==> src/rtl/alu_result_stage_if.sv <==
// Handshake bundle between the ALU result stage, its upstream ALU and its downstream consumer.
// The master side is the environment (ALU + consumer); the slave side is the stage itself.
interface alu_result_stage_if;
   logic       in_valid;
   logic       in_ready;
   logic [3:0] in_op;
   logic [3:0] in_result;
   logic       in_carry;
   logic       out_valid;
   logic       out_ready;
   logic [3:0] out_op;
   logic [3:0] out_result;
   logic       out_carry;
   logic       out_zero;
   logic       out_neg;

   modport master (
      output in_valid, in_op, in_result, in_carry, out_ready,
      input  in_ready, out_valid, out_op, out_result, out_carry, out_zero, out_neg
   );

   modport slave (
      input  in_valid, in_op, in_result, in_carry, out_ready,
      output in_ready, out_valid, out_op, out_result, out_carry, out_zero, out_neg
   );
endinterface

==> src/rtl/alu_result_stage.sv <==
// Result stage behind the 4-bit ALU: tags each result with zero/negative flags, buffers it
// in a small FIFO and hands it to the consumer over valid/ready, counting completed results.
module alu_result_stage #(
   parameter int DEPTH = 2,
   parameter int CW    = 8
) (
   input  logic                 clk,
   input  logic                 rst,
   alu_result_stage_if.slave    bus,
   output logic [CW-1:0]        done_count
);

   localparam int AW = $clog2(DEPTH);
   localparam logic [AW:0] FULL = (AW+1)'(DEPTH);

   typedef struct packed {
      logic [3:0] op;
      logic [3:0] result;
      logic       carry;
      logic       zero;
      logic       neg;
   } entry_t;

   entry_t        mem [DEPTH];
   entry_t        in_entry;
   entry_t        head;
   logic [AW-1:0] wr_ptr;
   logic [AW-1:0] rd_ptr;
   logic [AW-1:0] last_ptr;
   logic [AW:0]   count;
   logic          push;
   logic          pop;

   assign bus.in_ready  = (count != FULL);
   assign bus.out_valid = (count != '0);
   assign push          = bus.in_valid && bus.in_ready;
   assign pop           = bus.out_valid && bus.out_ready;

   assign in_entry = {bus.in_op, bus.in_result, bus.in_carry,
                      (bus.in_result == 4'b0000), bus.in_result[3]};

   // When empty, show the slot just vacated; it is not rewritten until the FIFO refills past it.
   assign last_ptr = rd_ptr - 1'b1;
   assign head     = (count != '0) ? mem[rd_ptr] : mem[last_ptr];

   assign bus.out_op     = head.op;
   assign bus.out_result = head.result;
   assign bus.out_carry  = head.carry;
   assign bus.out_zero   = head.zero;
   assign bus.out_neg    = head.neg;

   always_ff @(posedge clk) begin
      if (rst) begin
         wr_ptr     <= '0;
         rd_ptr     <= '0;
         count      <= '0;
         done_count <= '0;
         for (int i = 0; i < DEPTH; i++) begin
            mem[i] <= '0;
         end
      end else begin
         if (push) begin
            mem[wr_ptr] <= in_entry;
            wr_ptr      <= wr_ptr + 1'b1;
         end
         if (pop) begin
            rd_ptr     <= rd_ptr + 1'b1;
            done_count <= done_count + 1'b1;
         end
         case ({push, pop})
            2'b10:   count <= count + 1'b1;
            2'b01:   count <= count - 1'b1;
            default: count <= count;
         endcase
      end
   end

endmodule

==> src/flat_wrapper.sv <==
// flat-port wrapper written by rule: the top's interface ports become plain ports
module alu_result_stage_flat 
#(
   parameter int DEPTH = 2,
   parameter int CW    = 8
)
  (clk, rst, done_count, bus_in_valid, bus_in_op, bus_in_result, bus_in_carry, bus_out_ready, bus_in_ready, bus_out_valid, bus_out_op, bus_out_result, bus_out_carry, bus_out_zero, bus_out_neg);
  alu_result_stage_if bus_i ();
  input  logic clk;
  input  logic rst;
  output logic [CW-1:0] done_count;
  input wire logic [$bits(bus_i.in_valid)-1:0] bus_in_valid;
  input wire logic [$bits(bus_i.in_op)-1:0] bus_in_op;
  input wire logic [$bits(bus_i.in_result)-1:0] bus_in_result;
  input wire logic [$bits(bus_i.in_carry)-1:0] bus_in_carry;
  input wire logic [$bits(bus_i.out_ready)-1:0] bus_out_ready;
  output wire logic [$bits(bus_i.in_ready)-1:0] bus_in_ready;
  output wire logic [$bits(bus_i.out_valid)-1:0] bus_out_valid;
  output wire logic [$bits(bus_i.out_op)-1:0] bus_out_op;
  output wire logic [$bits(bus_i.out_result)-1:0] bus_out_result;
  output wire logic [$bits(bus_i.out_carry)-1:0] bus_out_carry;
  output wire logic [$bits(bus_i.out_zero)-1:0] bus_out_zero;
  output wire logic [$bits(bus_i.out_neg)-1:0] bus_out_neg;
  assign bus_i.in_valid = bus_in_valid;
  assign bus_i.in_op = bus_in_op;
  assign bus_i.in_result = bus_in_result;
  assign bus_i.in_carry = bus_in_carry;
  assign bus_i.out_ready = bus_out_ready;
  assign bus_in_ready = bus_i.in_ready;
  assign bus_out_valid = bus_i.out_valid;
  assign bus_out_op = bus_i.out_op;
  assign bus_out_result = bus_i.out_result;
  assign bus_out_carry = bus_i.out_carry;
  assign bus_out_zero = bus_i.out_zero;
  assign bus_out_neg = bus_i.out_neg;
  alu_result_stage #(.DEPTH(DEPTH), .CW(CW)) u_core (.clk(clk), .rst(rst), .bus(bus_i), .done_count(done_count));
endmodule
==> config.mk <==
export PLATFORM = sky130hd
export DESIGN_NAME = alu_result_stage_flat
export DESIGN_NICKNAME = d
export VERILOG_FILES = /design/src/rtl/alu_result_stage_if.sv /design/src/rtl/alu_result_stage.sv /design/src/flat_wrapper.sv
export SDC_FILE = /design/constraint.sdc
export NUM_CORES = 1
export LEC_CHECK = 0
export ABC_AREA = 1
export BUFFER_PORTS_ARGS = -buffer_cell sky130_fd_sc_hd__buf_2
export CAP_MARGIN = 20
export CORE_MARGIN = 1.5
export CORE_UTILIZATION = 52
export CTS_CLUSTER_DIAMETER = 60
export DETAILED_ROUTE_END_ITERATION = 16
export GPL_TIMING_DRIVEN = 0
export PLACE_DENSITY = 0.85
export REMOVE_ABC_BUFFERS = 1
export SETUP_SLACK_MARGIN = 0.3
export SLEW_MARGIN = 10
export SYNTH_ARGS = -nofsm -noshare
export SYNTH_HDL_FRONTEND = slang
export SYNTH_SLANG_ARGS = --single-unit
==> constraint.sdc <==
create_clock -name clk -period 2.6 [get_ports clk]
set_clock_uncertainty 0.1 [all_clocks]
set_input_delay 0.39 -clock clk [delete_from_list [all_inputs] [get_ports clk]]
set_output_delay 0.39 -clock clk [all_outputs]
set_load 0.005 [all_outputs]
==> results of run 1 <==
-- power groups by stage --
| stage | clock, mW | sequential (mW) | combinational (mW) |
|---|---|---|---|
| floorplan | 0 | 0.684 | 0.288 |
| CTS | 0.305 | 0.693 | 0.455 |
| global placement | 0 | 0.697 | 0.439 |
| detailed placement | 0 | 0.701 | 0.452 |
| finish | 0.299 | 0.695 | 0.477 |
| global route | 0.325 | 0.708 | 0.542 |
-- sequential cells by signal (all words and copies together), names as in the netlist, named ones only --
| register | flops |
|---|---|
| u_core.done_count | 8 |
| u_core.rd_ptr | 1 |
| u_core.mem | 20 |
| u_core.wr_ptr | 1 |
| u_core.count | 2 |
-- cell families (layout without fill, tap and decap cells) --
family                   Yosys count  after routing
AND/OR/NAND/NOR                   86             86
AO/OA/AOI/OAI                     50             50
buffers and inverters             45             77
flip-flops                        33             33
adder cells (fa/ha/maj)            2              2
-- stage by stage --
step                total power, mW  hold slack, ps  area (sq um)  setup WS (ps)  utilization (%)
global route                   1.57             104          1960            414             63.1
global placement               1.14             374          1880            308             60.4
detailed placement             1.15             392          1880            321             60.4
CTS                            1.45            89.5          1940            396             62.5
finish                         1.47             113          1960            555             63.1
floorplan                     0.973             362          1660            839                -
-- worst max-delay path, stage by stage (launching register included) --
cell,delay [ps]
dfxtp_1,490
nand2_4,100
nand2_4,70
nor2_2,30
nand2_1,440
nand2_1,450
-- layer usage --
layer	vias to the layer above	GRT usage (%)
met5	-	0
met4	0	12.1
met1	658	20.8
li1	758	-
met2	41	29.6
met3	6	5.97
-- timing repair --
item | 4_1_cts | 5_1_grt
gates cloned | 0 | 0
gates resized for setup | 1 | 1
setup buffers | 0 | 2
endpoints found under the setup margin | 5 | 2
pin swaps | 0 | 1
-- final cells by class --
type	count	share of cell area (%)
multi-input combinational	138	34.3
clock inverter	2	0.448
tap	44	2.81
inverter	34	6.52
clock buffer	6	2.62
sequential	33	44.1
timing repair buffer	35	9.21
-- final timing paths --
path / start / endpoint / depth (start not counted)
max: u_core.count[1] / u_core.mem[0][4] / 5
min: rst / u_core.done_count[2] / 2
max reg2reg: u_core.count[1] / u_core.mem[0][4] / 5
min reg2reg: u_core.done_count[0] / u_core.done_count[0] / 1
-- layout by cell type, fill, tap and decap left out, drive strengths merged --
| cell type | count |
|---|---|
| clkinv | 2 |
| buf | 35 |
| nor2 | 50 |
| nand4 | 4 |
| dfxtp | 13 |
| o21bai | 1 |
| nand2 | 25 |
| nor3 | 1 |
| nand3 | 6 |
| inv | 34 |
| edfxtp | 20 |
| o21ai | 24 |
| a21oi | 25 |
| clkbuf | 6 |
| ha | 2 |
==> summary.txt, run 1 <==
Run status
  • Run status: complete, no violations

Route
  • Starting DRC count in detailed routing: ~110
  • Post-detailed-route count of antenna-violating nets: 0
  • Wirelength per Cell: between 10 and 15 microns
  • Post-detailed-route via-to-cell ratio: 5.01
  • M1 wire length: about 1300 microns
  • Highest signal layer in the routed design: met4
  • Met2 WL post-DR: 1600 microns
  • Via count: 1463
  • Met3 wire length: 187 microns
  • Detailed Route WL: between 3000 and 4000 microns
  • Residual DRC count: 0
  • 1st-pass router iterations: 4

Synthesis
  • Main synth FF type: edfxtp_1
  • Proportion of synthesized flip-flops having asynchronous set or reset: 0%
  • Total of warnings raised by yosys: 0
  • Commonest cells in the netlist: 39 x nor2_1, 32 x inv_1, 25 x a21oi_1
  • Cell Area, Synth: 1720 sq um
  • Largest family of logic cells by synthesized area: simple AND/OR/NAND/NOR gates
  • Mux contribution to synthesized area: 0%
  • Post-synthesis compound-gate area fraction: 14.7%
  • Total of flip-flops plus latches after synthesis: 33
  • Proportion of synthesized chip area in sequential cells: around half
  • Fraction of synthesized cell area taken by the top area cell type: 34.8%
  • Count of flip-flops with a built-in enable after synthesis: 20
  • Area share of xor/xnor cells in the synthesized design: 0%
  • Post-synthesis share of cell area spent on full adders, half adders and majority gates: around 1.5%
  • Distinct cell type count after synthesis: 21
  • Largest area contributor in the netlist: edfxtp_1
  • Most numerous cell in the Yosys netlist: nor2_1
  • Cells taking the most area after synthesis: edfxtp_1 35%, dfxtp_1 15%, nor2_1 8.5%
  • Synth Area in Simple Gates: 22.6%
  • Per-instance average area after synthesis: 7.98 sq um
  • Gate count after technology mapping: about 220

STA
  • Unrepaired setup endpoints after global routing: false
  • Slew at the pin with the worst max-slew slack: 598 ps
  • Minimum clock period: between 2000 and 2500 ps
  • Peak clock frequency supported by timing: 489 MHz
  • Post-route clock period utilization: approximately four fifths
  • Final hold violation count: 0
  • Number of slew-limit violations in the final report: 0
  • Setup TNS: 0 ps
  • Tightest slew margin relative to the limit: 60.0%
  • Count of final setup violators: 0

Global routing
  • Pin count of the biggest net entering global routing: 24
  • Number of global-route vias before repair: between 1000 and 1500
  • Grt ovf: 0
  • Global-route usage over all layers: 18.3%
  • Number of antenna violations at the first check in global routing: 0
  • Global-route wire length before repair: between 4000 and 5000 microns

Worst setup path
  • Kind of critical path: reg2reg
  • Data arrival, critical path: 1930 ps
  • Nature of the critical path startpoint: register
  • Reg2Reg Setup Slack: about 550 ps
  • Crit path required time: 2480 ps
  • Crit. End Element: register
  • Critical path fanouts, max: 12

Layout
  • Cell Count, Final, Fillers Out: 292
  • Fillers: roughly 280
  • Layout cells sized above 1: a little under a quarter
  • Register cell area after layout: 862 sq um
  • Multi-input gate area: 672 sq um
  • Area delta synth->final: 13.5%
  • Count of antenna diodes in the layout: 0
  • Net count reported at finish: 262

Place
  • Number of I/O port buffers: 33
  • Dpl hpwl: 2160 microns
  • Placed cell count: 282
  • Global placement routability congestion: between 0.7 and 0.8

Pwr
  • Leakage: a little over 0.9 nW
  • Switching Power: ~530 uW
  • Combinational cell fraction of total power: 32.4%
  • Seq pwr share: 47.2%
  • VDD IR max: 0.000483 V
  • Clock network power share: 20.4%
  • Sw Share: 35.7%
  • Internal: approximately 950 uW
  • Power Density: 752 nW/um^2

Clock tree
  • Skew-Pair Late Insertion Delay: 340 ps
  • Hold buffers post-CTS: 0
  • Clock Pin Slew Worst Setup and Hold Paths: 110 ps
  • Count of clock tree sinks: 33
  • Number of buffers between clock root and the deepest sink: 2
  • Number of buffers added by the clock tree synthesis step: 5
  • Library cell used as clock root buffer: clkbuf_4
  • Clock tree from TritonCTS: yes
  • H-tree depth reported by CTS: 2

Floorplan
  • I/O pin cnt: 34
  • Standard-cell row count: 20
  • Core region area: about 3100 sq um
  • Chip Width: 60.6 microns
  • Die Height: 60.6 microns
  • Area of the die: between 3000 and 4000 sq um
  • Initial standard-cell utilization of the core: 55.6%

Hold path
  • Hold WC Path Type: in2reg

Flow run
  • Number of maximum-capacitance constraint violations: 0
No activity file was read; power rests on OpenSTA's default activity.
==> run 2: changes to the inputs <==
- clock period: 2.6 -> 2.1 ns (I/O delays scaled with it)
==> run 2 against run 1 <==
  * Clock power rose by 23%
  * Count of clock-buffer cells in the layout did not move
  * Hold slack got worse by 76 ps
  * Via count rose by 3.0%
  * Power rose by 31%
  * Cell area rose by 5.8%
  * Worst setup slack got worse by 200 ps
  * Register-to-register slack got worse by 200 ps
==> summary.txt, run 2 (synthesis results as in run 1) <==
Clock tree
  • Count of clock tree sinks: 33 (unchanged)
  • H-tree depth reported by CTS: 2 (unchanged)
  • Number of buffers between clock root and the deepest sink: 2 (unchanged)
  • Hold buffers post-CTS: 0 (unchanged)
  • Skew-Pair Late Insertion Delay: 340 ps (about the same)
  • Clock Pin Slew Worst Setup and Hold Paths: 100 ps (about the same)
  • Library cell used as clock root buffer: clkbuf_4
  • Clock tree from TritonCTS: yes
  • Number of buffers added by the clock tree synthesis step: 5 (unchanged)

Worst setup path
  • Nature of the critical path startpoint: register
  • Worst R2R Start: u_core.count[0]
  • Crit. End Element: register
  • Worst path buffer plus inverter count: 2 (+2)
  • Data arrival, critical path: 1890 ps (-40 ps)
  • Cell family with the largest share of critical-path delay: simple AND/OR/NAND/NOR gates
  • FF-to-FF End: u_core.count[1]
  • Worst r2r path cells: 9 (+4)
  • Reg2Reg Setup Slack: 350 ps (-200 ps)
  • Kind of critical path: reg2reg
  • Critical path fanouts, max: 6 (-6)
  • Critical-path cell list: nor2_4, buf_6, buf_4, nor2_4, ha_1, nor3_1, nand2_1, nand2_1, nor2_1
  • Delay of the slowest critical-path stage: 360 ps (-130 ps)
  • Crit path required time: 2240 ps (-240 ps)
  • Slowest cell on the critical path: dfxtp_4

STA
  • Post-route clock period utilization: 83.3% (+4.7 points)
  • Count of final setup violators: 0 (unchanged)
  • Setup TNS: 0 ps (unchanged)
  • Peak clock frequency supported by timing: 572 MHz (+17%)
  • Final hold violation count: 0 (unchanged)
  • Slew at the pin with the worst max-slew slack: 532 ps (-65.9 ps)
  • Minimum clock period: 1750 ps (-296 ps)
  • Number of slew-limit violations in the final report: 0 (unchanged)
  • Unrepaired setup endpoints after global routing: true
  • Tightest slew margin relative to the limit: 64.5% (+4.5 points)

Route
  • Post-detailed-route via-to-cell ratio: 4.97 (-0.73%)
  • Post-detailed-route count of antenna-violating nets: 0 (unchanged)
  • 1st-pass router iterations: 4 (unchanged)
  • Detailed Route WL: 3320 microns (+4.6%)
  • Via count: 1507 (+3.0%)
  • Starting DRC count in detailed routing: 95 (-15%)
  • Residual DRC count: 0 (unchanged)
  • Wirelength per Cell: 10.9 microns (+0.84%)

Hold path
  • Min-delay src: rst
  • Worst Hold Path EP: u_core.done_count[2]
  • Hold WC Path Type: in2reg
  • Hold-critical path depth: 2 (unchanged)

Floorplan
  • Die Height: 60.6 microns (unchanged)
  • Core region area: 3100 sq um (unchanged)
  • I/O pin cnt: 34 (unchanged)
  • Standard-cell row count: 20 (unchanged)
  • Area of the die: 3670 sq um (unchanged)
  • Chip Width: 60.6 microns (unchanged)
  • Initial standard-cell utilization of the core: 55.6% (unchanged)

Place
  • Dpl hpwl: 2160 microns (unchanged)
  • Global placement routability congestion: 0.773 (unchanged)
  • Number of I/O port buffers: 33 (unchanged)
  • Placement-stage cell area: 1880 sq um (unchanged)

Global routing
  • Pin count of the biggest net entering global routing: 24 (unchanged)
  • Number of antenna violations at the first check in global routing: 0 (unchanged)
  • Global-route wire length before repair: 4860 microns (+1.4%)
  • Number of global-route vias before repair: 1167 (+0.78%)
  • Grt ovf: 0 (unchanged)
  • Global-route usage over all layers: 18.7% (+0.36 points)

Pwr
  • VDD IR max: 0.000642 V (+33%)
  • Design Power: 1.93 mW (+31%)
  • Leakage: 0.969 nW (+6.5%)
  • Power Density: 932 nW/um^2 (+24%)

Layout
  • Regs by FF count: u_core.mem x20, u_core.done_count x8, u_core.count x2
  • Register containing the most flip-flops in the final layout: u_core.mem
  • Most frequent cells in the layout: 39 x nor2_1, 33 x buf_2, 32 x inv_1
  • Area delta synth->final: 20.0%
  • Post-route cell area: 2070 sq um (+5.8%)
  • Most common cell after layout, fill and taps aside: nor2_1
  • Count of antenna diodes in the layout: 0 (unchanged)
  • Net count reported at finish: 273 (+4.2%)
  • Max reg flops: 20 (unchanged)
  • Layout cells sized above 1: 29.0% (+5.6 points)

Run status
  • Run status: complete, no violations

Flow run
  • Number of maximum-capacitance constraint violations: 0 (unchanged)
run 2: changes by cell type in the layout (fill, tap and decap cells not counted):
cell	previous run	this run
dfxtp_2	1	0
o21ai_0	15	10
dfxtp_4	0	4
nand2_2	0	2
nand2_4	2	3
o21ai_1	9	14
buf_6	0	1
nand2_1	23	20
buf_4	2	12
dfxtp_1	12	9
run 2: worst max path at each step:
stage	startpoint	to	slack (ps)	depth (start not counted)
after detailed placement	rst	u_core.mem[1][2]	-100	4
after floorplan	u_core.count[1]	u_core.count[1]	340	7
after global placement	rst	u_core.mem[1][8]	-120	4
after CTS	u_core.count[0]	bus_out_result[0]	300	6
after global routing	u_core.count[1]	u_core.count[1]	240	9
final	u_core.count[0]	u_core.count[1]	350	9
run 2: area by class of cell:
cell class / instances / area (sq um)
clock buffer: 6 / 51.3
timing repair buffer: 46 / 267
multi-input combinational: 138 / 684
fill: 264 / 1030
sequential: 33 / 876
tap: 44 / 55.1
clock inverter: 2 / 8.76
inverter: 34 / 128
run 2: through the flow:
step / setup WS, ps / util, % / hold WS, ps / instances
final: 350 / 66.7 / 37.8 / 303
after CTS: 300 / 64.0 / 14.5 / 293
after global placement: -117 / 60.4 / 374 / 282
after detailed placement: -104 / 60.4 / 392 / 282
after floorplan: 339 / - / 287 / 205
after global routing: 241 / 66.7 / 28.7 / 303
run 2: timing repair:
action                     4_1_cts  5_1_grt
pin swaps                        1        1
setup buffers                    3       10
gates resized for setup         12        7
gates cloned                     0        0
setup endpoints to repair       34       32
hold endpoints to repair         0        0
run 2: power by group:
part,switching [mW],internal (mW),leakage (nW)
Combinational,0.374,0.324,0.616
Clock,0.209,0.157,0.0357
Sequential,0.0890,0.774,0.318
run 2: routing by layer:
layer	global-route usage [%]	part of all wire [%]
met1	21.1	41
met2	30.4	51
met3	5.97	5.2
met4	12.4	2.6
met5	0	0
